===== config.mk =====
export PLATFORM = sky130hd
export DESIGN_NAME = exp_adder_pipe
export DESIGN_NICKNAME = d
export VERILOG_FILES = /design/src/rtl/exp_adder_pipe.sv
export SDC_FILE = /design/constraint.sdc
export NUM_CORES = 1
export LEC_CHECK = 0
export ABC_AREA = 1
export CAP_MARGIN = 25
export CORE_MARGIN = 2
export CORE_UTILIZATION = 30
export CTS_BUF_LIST = sky130_fd_sc_hd__clkbuf_8
export DETAILED_ROUTE_END_ITERATION = 6
export GPL_TIMING_DRIVEN = 0
export PLACE_DENSITY = 0.5
export RECOVER_POWER = 25
export SYNTH_ARGS = -nofsm -noshare
export SYNTH_HDL_FRONTEND = slang
export SYNTH_SLANG_ARGS = --single-unit

===== constraint.sdc =====
create_clock -name clk -period 1.9 [get_ports clk]
set_input_delay 0.38 -clock clk [delete_from_list [all_inputs] [get_ports clk]]
set_output_delay 0.38 -clock clk [all_outputs]
set_load 0.02 [all_outputs]

===== src/rtl/exp_adder_pipe.sv =====
// exp_adder_pipe
// Two-stage pipelined exponent adder for floating-point multiply and divide.
// Stage 1 reduces the three operands (A, B or ~B, and a bias constant that
// already contains the inc/op adjustment) to a carry-save sum/carry pair.
// Stage 2 resolves the pair with a carry-propagate add and derives the
// result exponent and the overflow/underflow flags.
//
// Parameters
//   EXP_W     exponent field width (3..11)
//   TAG_W     width of the opaque sideband tag
// Ports
//   clk       clock, all state updates on its rising edge
//   rst       synchronous active-high reset
//   in_valid  / in_ready   input handshake
//   exp_a, exp_b           biased exponents
//   inc                    normalisation adjust (+1 mul, -1 div)
//   op                     0 = multiply path, 1 = divide path
//   in_tag                 sideband tag travelling with the operation
//   out_valid / out_ready  output handshake
//   exp_out                low EXP_W bits of the wide result
//   ovf, unf               wide result >= 2^EXP_W-1 / wide result <= 0
//   out_tag                tag of the operation currently on exp_out
module exp_adder_pipe #(
    parameter int EXP_W = 5,
    parameter int TAG_W = 4
) (
    input  logic             clk,
    input  logic             rst,
    input  logic             in_valid,
    output logic             in_ready,
    input  logic [EXP_W-1:0] exp_a,
    input  logic [EXP_W-1:0] exp_b,
    input  logic             inc,
    input  logic             op,
    input  logic [TAG_W-1:0] in_tag,
    output logic             out_valid,
    input  logic             out_ready,
    output logic [EXP_W-1:0] exp_out,
    output logic             ovf,
    output logic             unf,
    output logic [TAG_W-1:0] out_tag
);

    // Two guard bits keep every intermediate value exact and signed.
    localparam int W = EXP_W + 2;
    localparam logic signed [W-1:0] BIAS    = W'((1 << (EXP_W - 1)) - 1);
    localparam logic signed [W-1:0] OVF_LIM = W'((1 << EXP_W) - 1);

    logic             s1_valid_q, s1_valid_d;
    logic [W-1:0]     s1_sum_q,   s1_sum_d;
    logic [W-1:0]     s1_carry_q, s1_carry_d;
    logic             s1_op_q,    s1_op_d;
    logic [TAG_W-1:0] s1_tag_q,   s1_tag_d;

    logic             s2_valid_q, s2_valid_d;
    logic [EXP_W-1:0] s2_exp_q,   s2_exp_d;
    logic             s2_ovf_q,   s2_ovf_d;
    logic             s2_unf_q,   s2_unf_d;
    logic [TAG_W-1:0] s2_tag_q,   s2_tag_d;

    logic                s1_ready, s2_ready;
    logic [W-1:0]        opa, opb, opk, inc_w;
    logic signed [W-1:0] r_wide;

    // Ready chain: a stage can take new data when it is empty or when the
    // stage after it is moving. Reset blocks acceptance in the reset cycle.
    always_comb begin
        s2_ready = ~s2_valid_q | out_ready;
        s1_ready = ~s1_valid_q | s2_ready;
        in_ready = s1_ready & ~rst;
    end

    // Stage 1 operand set. For divide, B is inverted; the +1 that completes
    // the two's-complement negation is applied as carry-in in stage 2, so
    // the constant only carries +/-BIAS and the inc adjustment.
    always_comb begin
        inc_w = {{(W-1){1'b0}}, inc};
        opa   = {2'b00, exp_a};
        opb   = op ? ~{2'b00, exp_b} : {2'b00, exp_b};
        opk   = op ? (BIAS - inc_w) : (inc_w - BIAS);
    end

    // Stage 1 next state: 3:2 carry-save reduction, loaded whenever the
    // stage is free to move, otherwise held.
    always_comb begin
        s1_valid_d = s1_valid_q;
        s1_sum_d   = s1_sum_q;
        s1_carry_d = s1_carry_q;
        s1_op_d    = s1_op_q;
        s1_tag_d   = s1_tag_q;
        if (s1_ready) begin
            s1_valid_d = in_valid;
            s1_sum_d   = opa ^ opb ^ opk;
            s1_carry_d = {(opa[W-2:0] & opb[W-2:0]) |
                          (opa[W-2:0] & opk[W-2:0]) |
                          (opb[W-2:0] & opk[W-2:0]), 1'b0};
            s1_op_d    = op;
            s1_tag_d   = in_tag;
        end
    end

    // Stage 2 carry-propagate add; the result fits in W bits for every
    // legal operand set, so the carry out of the top bit is discarded.
    always_comb begin
        r_wide = s1_sum_q + s1_carry_q + {{(W-1){1'b0}}, s1_op_q};
    end

    // Stage 2 next state: resolved exponent and flags, held while stalled.
    // exp_out wraps modulo 2^EXP_W; saturation happens downstream.
    always_comb begin
        s2_valid_d = s2_valid_q;
        s2_exp_d   = s2_exp_q;
        s2_ovf_d   = s2_ovf_q;
        s2_unf_d   = s2_unf_q;
        s2_tag_d   = s2_tag_q;
        if (s2_ready) begin
            s2_valid_d = s1_valid_q;
            s2_exp_d   = r_wide[EXP_W-1:0];
            s2_ovf_d   = (r_wide >= OVF_LIM);
            s2_unf_d   = r_wide[W-1] | (r_wide == '0);
            s2_tag_d   = s1_tag_q;
        end
    end

    // State registers with synchronous reset that flushes all in-flight work.
    always_ff @(posedge clk) begin
        if (rst) begin
            s1_valid_q <= 1'b0;
            s1_sum_q   <= '0;
            s1_carry_q <= '0;
            s1_op_q    <= 1'b0;
            s1_tag_q   <= '0;
            s2_valid_q <= 1'b0;
            s2_exp_q   <= '0;
            s2_ovf_q   <= 1'b0;
            s2_unf_q   <= 1'b0;
            s2_tag_q   <= '0;
        end else begin
            s1_valid_q <= s1_valid_d;
            s1_sum_q   <= s1_sum_d;
            s1_carry_q <= s1_carry_d;
            s1_op_q    <= s1_op_d;
            s1_tag_q   <= s1_tag_d;
            s2_valid_q <= s2_valid_d;
            s2_exp_q   <= s2_exp_d;
            s2_ovf_q   <= s2_ovf_d;
            s2_unf_q   <= s2_unf_d;
            s2_tag_q   <= s2_tag_d;
        end
    end

    always_comb begin
        out_valid = s2_valid_q;
        exp_out   = s2_exp_q;
        ovf       = s2_ovf_q;
        unf       = s2_unf_q;
        out_tag   = s2_tag_q;
    end

endmodule


======== Word level (Yosys, flattened, before mapping) ========
Cells that the tools add are included.
storage, ports and cells
  bits of input ports ..................... 20
  latch bits .............................. 0
  output and inout port bits .............. 13
  memories kept ........................... 0
  bits in registers ....................... 31
  bits in writable memories ............... 0
  memory bits (read-only) ................. 0
cells by class
  shift operators ......................... 0
  muxes and demuxes ....................... 2
  bitwise logic cells ..................... 15
  reductions and logical operators ........ 1
  divide/modulo/power cells ............... 0
  $add $sub $neg .......................... 4
  equal/unequal tests ..................... 0
  $lt $le $gt $ge ......................... 1
  $mul .................................... 0
operators with widths
  kind                 count
  $mux 7               2
  $and 5x6->6          2
  $or 6x6->6           2
  $add 7x1->7          1
  $add 7x7->7          1
  $ge 7x6->1 const B   1
  $logic_not 7->1      1
  $not 5->7            1
  $xor 5x7->7          1
  $xor 7x7->7          1
  $and 6x6->6          1
  $sub 1x4->5 const B  1
  $sub 4x1->5 const A  1
  $not 1->1            3
  $or 1x1->1           3
  $and 1x1->1          1

======== Depth between registers and ports, before layout ========
Gate-level depths: netlist of run 1.
  word-level depth ........................ 5
  mapped depth ............................ 11
  mapped depth without buffers ............ 11

======== Worst setup path before layout of run 1 ========
OpenSTA, ideal clock, no wires.
  kind .................................... register to register
  start ................................... register s1_sum_q[0]
  end ..................................... register s2_unf_q, in the netlist unf
  stages on the path, launching flop included .. 12
  library setup time ...................... 70 ps
  clock period less this slack ............ 1,612 ps
  buffers on the path ..................... 0
  setup slack ............................. 288 ps
  data required time ...................... 1,830 ps
  arrival ................................. 1,542 ps
  path through ............................ dfxtp_1 -> ha_1 -> fa_1 -> inv_1 -> nand2_1 -> nand2_2 -> nand2_2 -> nor2_2 -> nand3_1 -> nor2_1 -> nand2_1 -> a21oi_1
on the way
  word-level cells in the longest chain between the ends .. 4
RTL lines
  what                      line  RTL
  start: declaration        50    logic [W-1:0] s1_sum_q, s1_sum_d;
  start signal: assignment  140   s1_sum_q <= s1_sum_d;
  $add 7x7->7 *             105   r_wide = s1_sum_q + s1_carry_q + {{(W-1){1'b0}}, s1_op_q};
  $add 7x1->7 *             105
  $logic_not 7->1           120   s2_unf_d = r_wide[W-1] | (r_wide == '0);
  $or 1x1->1 *              120
  end signal: assignment    147   s2_unf_q <= s2_unf_d;
  end: declaration          58    logic s2_unf_q, s2_unf_d;
Mark *: on every way between the ends. The rest lies on a longest branch, timed or not.
A chain may end at the register's enable or synchronous reset.

======== Worst setup path after layout of run 1 ========
  start ................................... input port rst
  end ..................................... output port in_ready
on the way
  word-level cells in the longest chain between the ends .. 2
RTL lines
  what                line  RTL
  start: declaration  28    input logic rst,
  $not 1->1           70    in_ready = s1_ready & ~rst;
  $and 1x1->1         70
  end: declaration    30    output logic in_ready,
Every way passes these cells.

==> summary.md, run 1 <==
| Metric | Value |
|---|---|
| Status | complete, no violations |
| DIE WIDTH | 74.89 um |
| ANT cells | 0 |
| Area Growth Syn to Fin | 35.44% |
| IR drop worst, VDD | 0.3339 mV |
| Row Count | 25 |
| Die area | about 0.0056 sq mm |
| CTS Buffer Depth | 2 |
| Die Height | 74.89 um |
| Cts bufs inserted | 5 |
| First-pass GRT wire length | between 6 and 7 mm |
| Most common cell after layout, fill and taps aside | nand2_1 |
| Power per standard cell area | roughly 840 mW/mm^2 |
| DR WL/cell | 11.38 um |
| Period utilization | 95.66% |
| All-Layer GR Usage | 14.54% |
| Synthesized area | 0.001508 sq mm |
| TritonCTS clock tree | done |
| Routability cong. | 0.7682 |
| RSZ-0062 raised after global routing | false |
| Top-level port count | 33 |
| Max Fclk | 550.2 MHz |
| Final min period | ~1.8 ns |
| Routed vias/inst | 4.394 |
| HP Class | register to register |
| Post-DP HPWL | between 2 and 3 mm |
| Worst Skew | 0.005838 ns |
| Crit path DAT | 1.44 ns |
| Final wirelength | 3.551 mm |
| Worst-Skew Late Latency | 0.28 ns |
| Share of cells above drive strength 1 | 10.20% |
| Drt first pass iters | 4 |
| Clock transition at path regs | 0.06 ns |
| CP Data Required Time | 1.52 ns |
| PnR worst setup slack | between 0.08 and 0.09 ns |
| Worst Setup Path Type | input pin to primary output |
| Post-Syn Instances | ~200 |
| Max Cap Viol | 0 |
| Seq cells post-synth | 29 |
| Commonest cells after routing, fill and taps aside | nand2_1, nor2_1, clkdlybuf4s50_1 |
| Final Max Tran Viols | 0 |
| Endpoints failing hold | 0 |
| Setup crit start kind | input pin |
| Smallest hold slack | approximately 0.47 ns |
| Total congestion overflow | 0 |
| Drt drc | 0 |
| DRT iter0 DRCs | 81 |
| Critical path peak fanout | 5 |
| # hold bufs at CTS | 0 |
| Core area | 0.004786 sq mm |
| Antenna violations before repair | 0 |
| Nets | 273 |
| H-tree Lvls | 2 |
| Synth unique cells | 26 |
| Leakage power | 0.9623 nW |
| Critical Path End Type | primary output |
| Largest net degree at the start of global routing | 17 |
| Clk sinks | 29 |
| Fin Setup TNS | 0 ns |
| CTS Root Cell | clkbuf_8 |
| Fillers | 510 |
| Worst slack at placement | -0.7230 ns |
| Slew margin rel. | between 60 and 70% |
| Vias in the first global route | 1,289 |
| Post-Syn Area per Cell | 7.464 sq um |
| Warnings from Yosys | 0 |
| Worst-Margin Slew | between 0.4 and 0.5 ns |
| Final Setup Violations | 0 |
| Final ANT Viol Nets | 0 |
| Seq/Total Area, Yosys | 38.51% |
| IO buf count | 32 |
| Initial Utilization | between 30% and 40% |
| Via count | 1,371 |
| Net Count, Synth | 231 |
==> path summary, 6_finish.rpt <==
check,cells past startpoint,start,end,slack [ns]
max,5,rst,in_ready,0.08
min,2,s1_carry_q[2],s1_carry_q[2],0.47
max reg2reg,11,s1_sum_q[0],unf,0.24
min reg2reg,2,s1_carry_q[2],s1_carry_q[2],0.47
==> worst max-delay path, cell delays in order <==
cell,delay (ns)
clkdlybuf4s50_1,0.62
clkinvlp_4,0.17
nand2_1,0.08
inv_1,0.04
buf_2,0.14
==> Yosys cell counts <==
library cell	number	area, sq um
a21oi_1	14	70.07
a21oi_2	1	8.760
a31oi_1	1	6.260
buf_2	1	5.000
buf_6	3	33.78
clkbuf_1	2	7.510
dfxtp_1	29	580.6
fa_1	3	60.06
ha_1	6	75.07
inv_1	21	78.83
inv_2	2	7.510
nand2_1	37	138.9
nand2_2	3	18.77
nand3_1	7	35.03
nand4_1	4	25.02
nor2_1	30	112.6
nor2_2	1	6.260
nor2_4	1	11.26
nor2_8	1	20.02
nor3_2	1	10.01
o21a_1	1	7.510
o21ai_0	22	110.1
o21ai_1	4	20.02
o21bai_1	2	15.01
xnor2_1	2	17.52
xor2_1	3	26.28
==> final cells by class <==
type | count | area [sq um] | area share [%]
inverter | 23 | 92.59 | 4.534
sequential | 29 | 581.8 | 28.49
buffer | 5 | 33.78 | 1.654
tap | 67 | 83.83 | 4.105
timing repair buffer | 36 | 336.6 | 16.48
clock buffer | 6 | 82.58 | 4.044
multi-input combinational | 144 | 797.0 | 39.03
clock inverter | 2 | 33.78 | 1.654
==> routing by layer <==
metal	wire (um)	GRT usage [%]
met4	70	5.952
met3	139	3.614
met1	1747	19.98
met2	1593	21.83
met5	0	0
==> flip-flops by register name (all words and copies together) (netlist names) <==
register / count
s1_sum_q: 6
exp_out: 5
s1_carry_q: 5
out_tag: 4
s1_tag_q: 4
out_valid: 1
ovf: 1
s1_op_q: 1
s1_valid_q: 1
unf: 1
==> repair_timing <==
| action | in CTS | in global routing |
|---|---|---|
| resized for setup | 7 | 2 |
| buffers inserted | 4 | 0 |
| pin swaps | 2 | 1 |
| setup endpoints to repair | 1 | 2 |
==> power breakdown <==
part	total, W	internal [W]	switching (W)
Combinational	0.000377	0.000170	0.000207
Clock	0.000650	0.000422	0.000228
Sequential	0.000693	0.000663	0.0000296
Total	0.00172	0.00125	0.000465
==> cells by family after synthesis <==
kind of cell / Yosys count / share of synthesized area [%]
and+or+nand+nor: 85 / 25.06
AOI/OAI and AO/OA: 45 / 15.77
buffers and inverters: 29 / 8.797
DFF: 29 / 38.51
adders and majority gates: 9 / 8.963
xor gates and xnor gates: 5 / 2.905
==> through the flow <==
stage                     power [W]  instance area (sq um)  util (%)  cells
final                      0.001719                   2042     42.67    312
after global routing       0.001822                   2042     42.67    312
after CTS                  0.001741                   2054     42.93    312
after detailed placement   0.001084                   1912     39.95    301
after global placement     0.001083                   1912     39.95    301
after floorplan           0.0009322                   1508         -    202
Note: power is estimated with default switching activity, not from simulation.
==> run 2, diff against run 1 <==
--- a/config.mk
+++ b/config.mk
@@ -5,15 +5,15 @@
 export SDC_FILE = /design/constraint.sdc
 export NUM_CORES = 1
 export LEC_CHECK = 0
-export ABC_AREA = 1
+export ABC_AREA = 0
 export CAP_MARGIN = 25
 export CORE_MARGIN = 2
 export CORE_UTILIZATION = 30
 export CTS_BUF_LIST = sky130_fd_sc_hd__clkbuf_8
 export DETAILED_ROUTE_END_ITERATION = 6
 export GPL_TIMING_DRIVEN = 0
-export PLACE_DENSITY = 0.5
-export RECOVER_POWER = 25
+export PLACE_DENSITY = 0.51
+export RECOVER_POWER = 100
 export SYNTH_ARGS = -nofsm -noshare
 export SYNTH_HDL_FRONTEND = slang
 export SYNTH_SLANG_ARGS = --single-unit
==> run 2 against run 1 <==
  * The run now ends with negative setup slack left
  * Register-to-register slack lost 0.28 ns
  * Die area decreased by 7.0%
  * Hold slack lost 0.025 ns
  * Via count shrank 11%
  * Clock-buffer cell count is 1 lower
  * Critical path type is now register to register
  * Critical endpoint is now ovf
  * Largest cell class unchanged
  * Highest routed layer unchanged
==> summary.md, run 2 <==
| Metric | Value |
|---|---|
| Cts bufs inserted | 5 (unchanged) |
| R2r endpoint | ovf (was unf) |
| Core area | 0.004414 sq mm (was 0.004786 sq mm) |
| Hold endpoint | out_tag[2] (was s1_carry_q[2]) |
| Worst hold stages | 2 (unchanged) |
| Commonest cells after routing, fill and taps aside | nand2_1, dfxtp_1, nor2_1 (was nand2_1, nor2_1, clkdlybuf4s50_1) |
| R2R Path Start | s1_sum_q[0] (unchanged) |
| Failing checks | negative setup slack |
| Final wirelength | 3.271 mm (was 3.551 mm) |
| All-Layer GR Usage | 14.26% (was 14.54%) |
| IR drop worst, VDD | 0.2863 mV (was 0.3339 mV) |
| Area Growth Syn to Fin | 38.98% (was 35.44%) |
| Max Cap Viol | 0 (unchanged) |
| TritonCTS clock tree | done (unchanged) |
| Routed vias/inst | 4.658 (was 4.394) |
| Die area | 0.005216 sq mm (was 0.005609 sq mm) |
| Initial Utilization | 31.63% (was 31.50%) |
| Top cells by area, synth | dfxtp_1, nand2_1, a21oi_1 (was dfxtp_1, nand2_1, nor2_1) |
| Hold path startpoint | out_tag[2] (was s1_carry_q[2]) |
| CP Data Required Time | 2.09 ns (was 1.52 ns) |
| Post-DP HPWL | 2.452 mm (was 2.644 mm) |
| Final Setup Violations | 2 (was 0) |
| Drt first pass iters | 4 (unchanged) |
| Share of cells above drive strength 1 | 12.80% (was 10.20%) |
| HP Class | register to register (unchanged) |
| Max Fclk | 515.3 MHz (was 550.2 MHz) |
| Status | complete, but fails checks (was complete, no violations) |
| Worst Setup Path Type | register to register (was input pin to primary output) |
| DR WL/cell | 12.44 um (was 11.38 um) |
| IO buf count | 31 (was 32) |
| M2 GR Usage | 23.34% (was 21.83%) |
| Clk sinks | 29 (unchanged) |
| Net Count, Synth | 197 (was 231) |
| Drt drc | 0 (unchanged) |
| Most common cell after layout, fill and taps aside | nand2_1 (unchanged) |
| Max reg flops | 6 (unchanged) |
| CTS Buffer Depth | 2 (unchanged) |
| GRT busiest layer | met2 (unchanged) |
| CP max-delay cell | fa_2 (was clkdlybuf4s50_1) |
| Final ANT Viol Nets | 0 (unchanged) |
| Reg2Reg Setup Slack | -0.04 ns (was 0.24 ns) |
| EDFF count, synth | 0 (unchanged) |
| Smallest hold slack | 0.4498 ns (was 0.4748 ns) |
| H-tree Lvls | 2 (unchanged) |
| Vias in the first global route | 1,213 (was 1,289) |
| DIE WIDTH | 72.23 um (was 74.89 um) |
| Via count | 1,225 (was 1,371) |
| Seq/Total Area, Yosys | 41.58% (was 38.51%) |
| DRT iter0 DRCs | 51 (was 81) |
| Top post-synthesis cells by count | nand2_1, dfxtp_1, nor2_1, a21oi_1, clkbuf_1 (was nand2_1, nor2_1, dfxtp_1, o21ai_0, inv_1) |
| ANT cells | 0 (unchanged) |
| Synth area leader | dfxtp_1 (unchanged) |
| Post-Syn Area per Cell | 8.312 sq um (was 7.464 sq um) |
| First-pass GRT wire length | 5.671 mm (was 6.003 mm) |
| # hold bufs at CTS | 0 (unchanged) |
| Antenna violations before repair | 0 (unchanged) |
| Warnings from Yosys | 0 (unchanged) |
| Crit path DAT | 2.13 ns (was 1.44 ns) |
| Total congestion overflow | 0 (unchanged) |
| Non-filler cells, final | 263 (was 312) |
| R2R depth | 8 (was 11) |
| Cell with the most instances after synthesis | nand2_1 (unchanged) |
| M1 GR Usage | 17.50% (was 19.98%) |
| Die Height | 72.23 um (was 74.89 um) |
| Top-level port count | 33 (unchanged) |
| Worst-Skew Late Latency | 0.28 ns (about the same) |
| Slew margin rel. | 65.37% (was 68.01%) |
| Synth unique cells | 29 (was 26) |
| Period utilization | 102.1% (was 95.66%) |
| Post-Syn Instances | 168 (was 202) |
| Routability cong. | 0.7311 (was 0.7682) |
| Synthesized area | 0.001396 sq mm (was 0.001508 sq mm) |
| Largest net degree at the start of global routing | 11 (was 17) |
| Clock transition at path regs | 0.07 ns (was 0.06 ns) |
| Critical path peak fanout | 2 (was 5) |
| Final Util | 43.96% (was 42.67%) |
| Worst Skew | 0.005215 ns (was 0.005838 ns) |
| CP peak stage delay | 0.35 ns (was 0.62 ns) |
| Top cell type's share of synthesized area | 41.58% (was 38.51%) |
| Largest reg by FF count | s1_sum_q (unchanged) |
| Final min period | 1.941 ns (was 1.818 ns) |
| Power per standard cell area | 802.8 mW/mm^2 (was 842.0 mW/mm^2) |
| CTS Root Cell | clkbuf_8 (unchanged) |
| RSZ-0062 raised after global routing | true (was false) |
| GR met3 Demand/Resource | 4.306% (was 3.614%) |
| Worst slack at placement | -0.7714 ns (was -0.7230 ns) |
| Final Max Tran Viols | 0 (unchanged) |
| PnR worst setup slack | -0.04078 ns (was 0.08241 ns) |
| Placed Cells | 251 (was 301) |
| Setup crit start kind | register (was input pin) |
| Main synth FF type | dfxtp_1 (unchanged) |
| Fin Setup TNS | -0.06301 ns (was 0 ns) |
| Nets | 239 (was 273) |
| Leakage power | 0.8193 nW (was 0.9623 nW) |
| Endpoints failing hold | 0 (unchanged) |
| Async SR Flop Fraction | 0% (unchanged) |
| Critical Path End Type | register (was primary output) |
| Worst path cell trace | ha_4 > fa_2 > a211oi_2 > o21bai_1 > a21oi_1 > xnor2_1 > buf_4 > o41ai_2 (was clkdlybuf4s50_1 > clkinvlp_4 > nand2_1 > inv_1 > buf_2) |
| Row Count | 24 (was 25) |
| Worst-Margin Slew | 0.5194 ns (was 0.4799 ns) |
| Seq cells post-synth | 29 (unchanged) |
## run 2: power by group
part	switching, W	internal, W
clock network	0.000240	0.000252
registers	0.0000328	0.000663
logic	0.000191	0.000180
total	0.000464	0.00109
## run 2: how the worst max path moves through the flow
stage | from | to | slack, ns | cells past startpoint
floorplan | s1_sum_q[0] | unf | 0.01 | 7
global route | s1_sum_q[0] | ovf | -0.13 | 8
finish | s1_sum_q[0] | ovf | -0.04 | 8
global placement | out_ready | in_ready | -0.80 | 6
detailed placement | out_ready | in_ready | -0.77 | 6
CTS | s1_sum_q[0] | unf | -0.05 | 7
## run 2: cells by family after synthesis
| group | Yosys count | synth area share, % |
|---|---|---|
| mux | 3 | 2.151 |
| xor+xnor | 9 | 5.645 |
| simple gates | 69 | 20.34 |
| buf+inv | 13 | 3.584 |
| fa+ha+maj | 9 | 9.677 |
| compound gates | 36 | 17.03 |
| flops | 29 | 41.58 |
## run 2: metrics by stage
stage / power [W] / instance area (sq um)
finish: 0.001558 / 1941
global route: 0.001662 / 1941
CTS: 0.001578 / 1916
detailed placement: 0.001064 / 1779
global placement: 0.001056 / 1779
floorplan: 0.0009211 / 1404
## run 2: final cells by class
class	instances	area (sq um)
Timing Repair Buffer	35	336.6
Sequential cell	29	583.1
Inverter	4	15.01
Fill cell	450	2474
Tap cell	52	65.06
Buffer	9	42.54
Clock buffer	5	68.82
Multi-Input combinational cell	126	812.0
Clock inverter	3	17.52
## run 2: layer usage
metal,part of all wire [%],up-vias
met5,0,-
met4,1.6,0
met3,5.0,6
met2,45,30
met1,48,542
li1,-,647
## run 2: timing repair
action / CTS / global route
endpoints found under the setup margin: 3 / 4
pin swaps: 8 / 8
cloned: 0 / 0
setup buffers: 3 / 1
resized for setup: 14 / 6
## run 2: critical path: cells and delay by family, from the launching register on
family | cells | cell delay, ns
compound gates | 4 | 0.77
buf+inv | 1 | 0.14
flops | 1 | 0.34
xor+xnor | 1 | 0.11
fa+ha+maj | 2 | 0.51
==> run 3, diff against run 2 <==
--- a/config.mk
+++ b/config.mk
@@ -10,6 +10,7 @@
 export CORE_MARGIN = 2
 export CORE_UTILIZATION = 30
 export CTS_BUF_LIST = sky130_fd_sc_hd__clkbuf_8
+export CTS_CLUSTER_DIAMETER = 100
 export DETAILED_ROUTE_END_ITERATION = 6
 export GPL_TIMING_DRIVEN = 0
 export PLACE_DENSITY = 0.51
==> results of run 3 <==
Same layout as run 2: the final DEF is identical, and so are final timing and power.
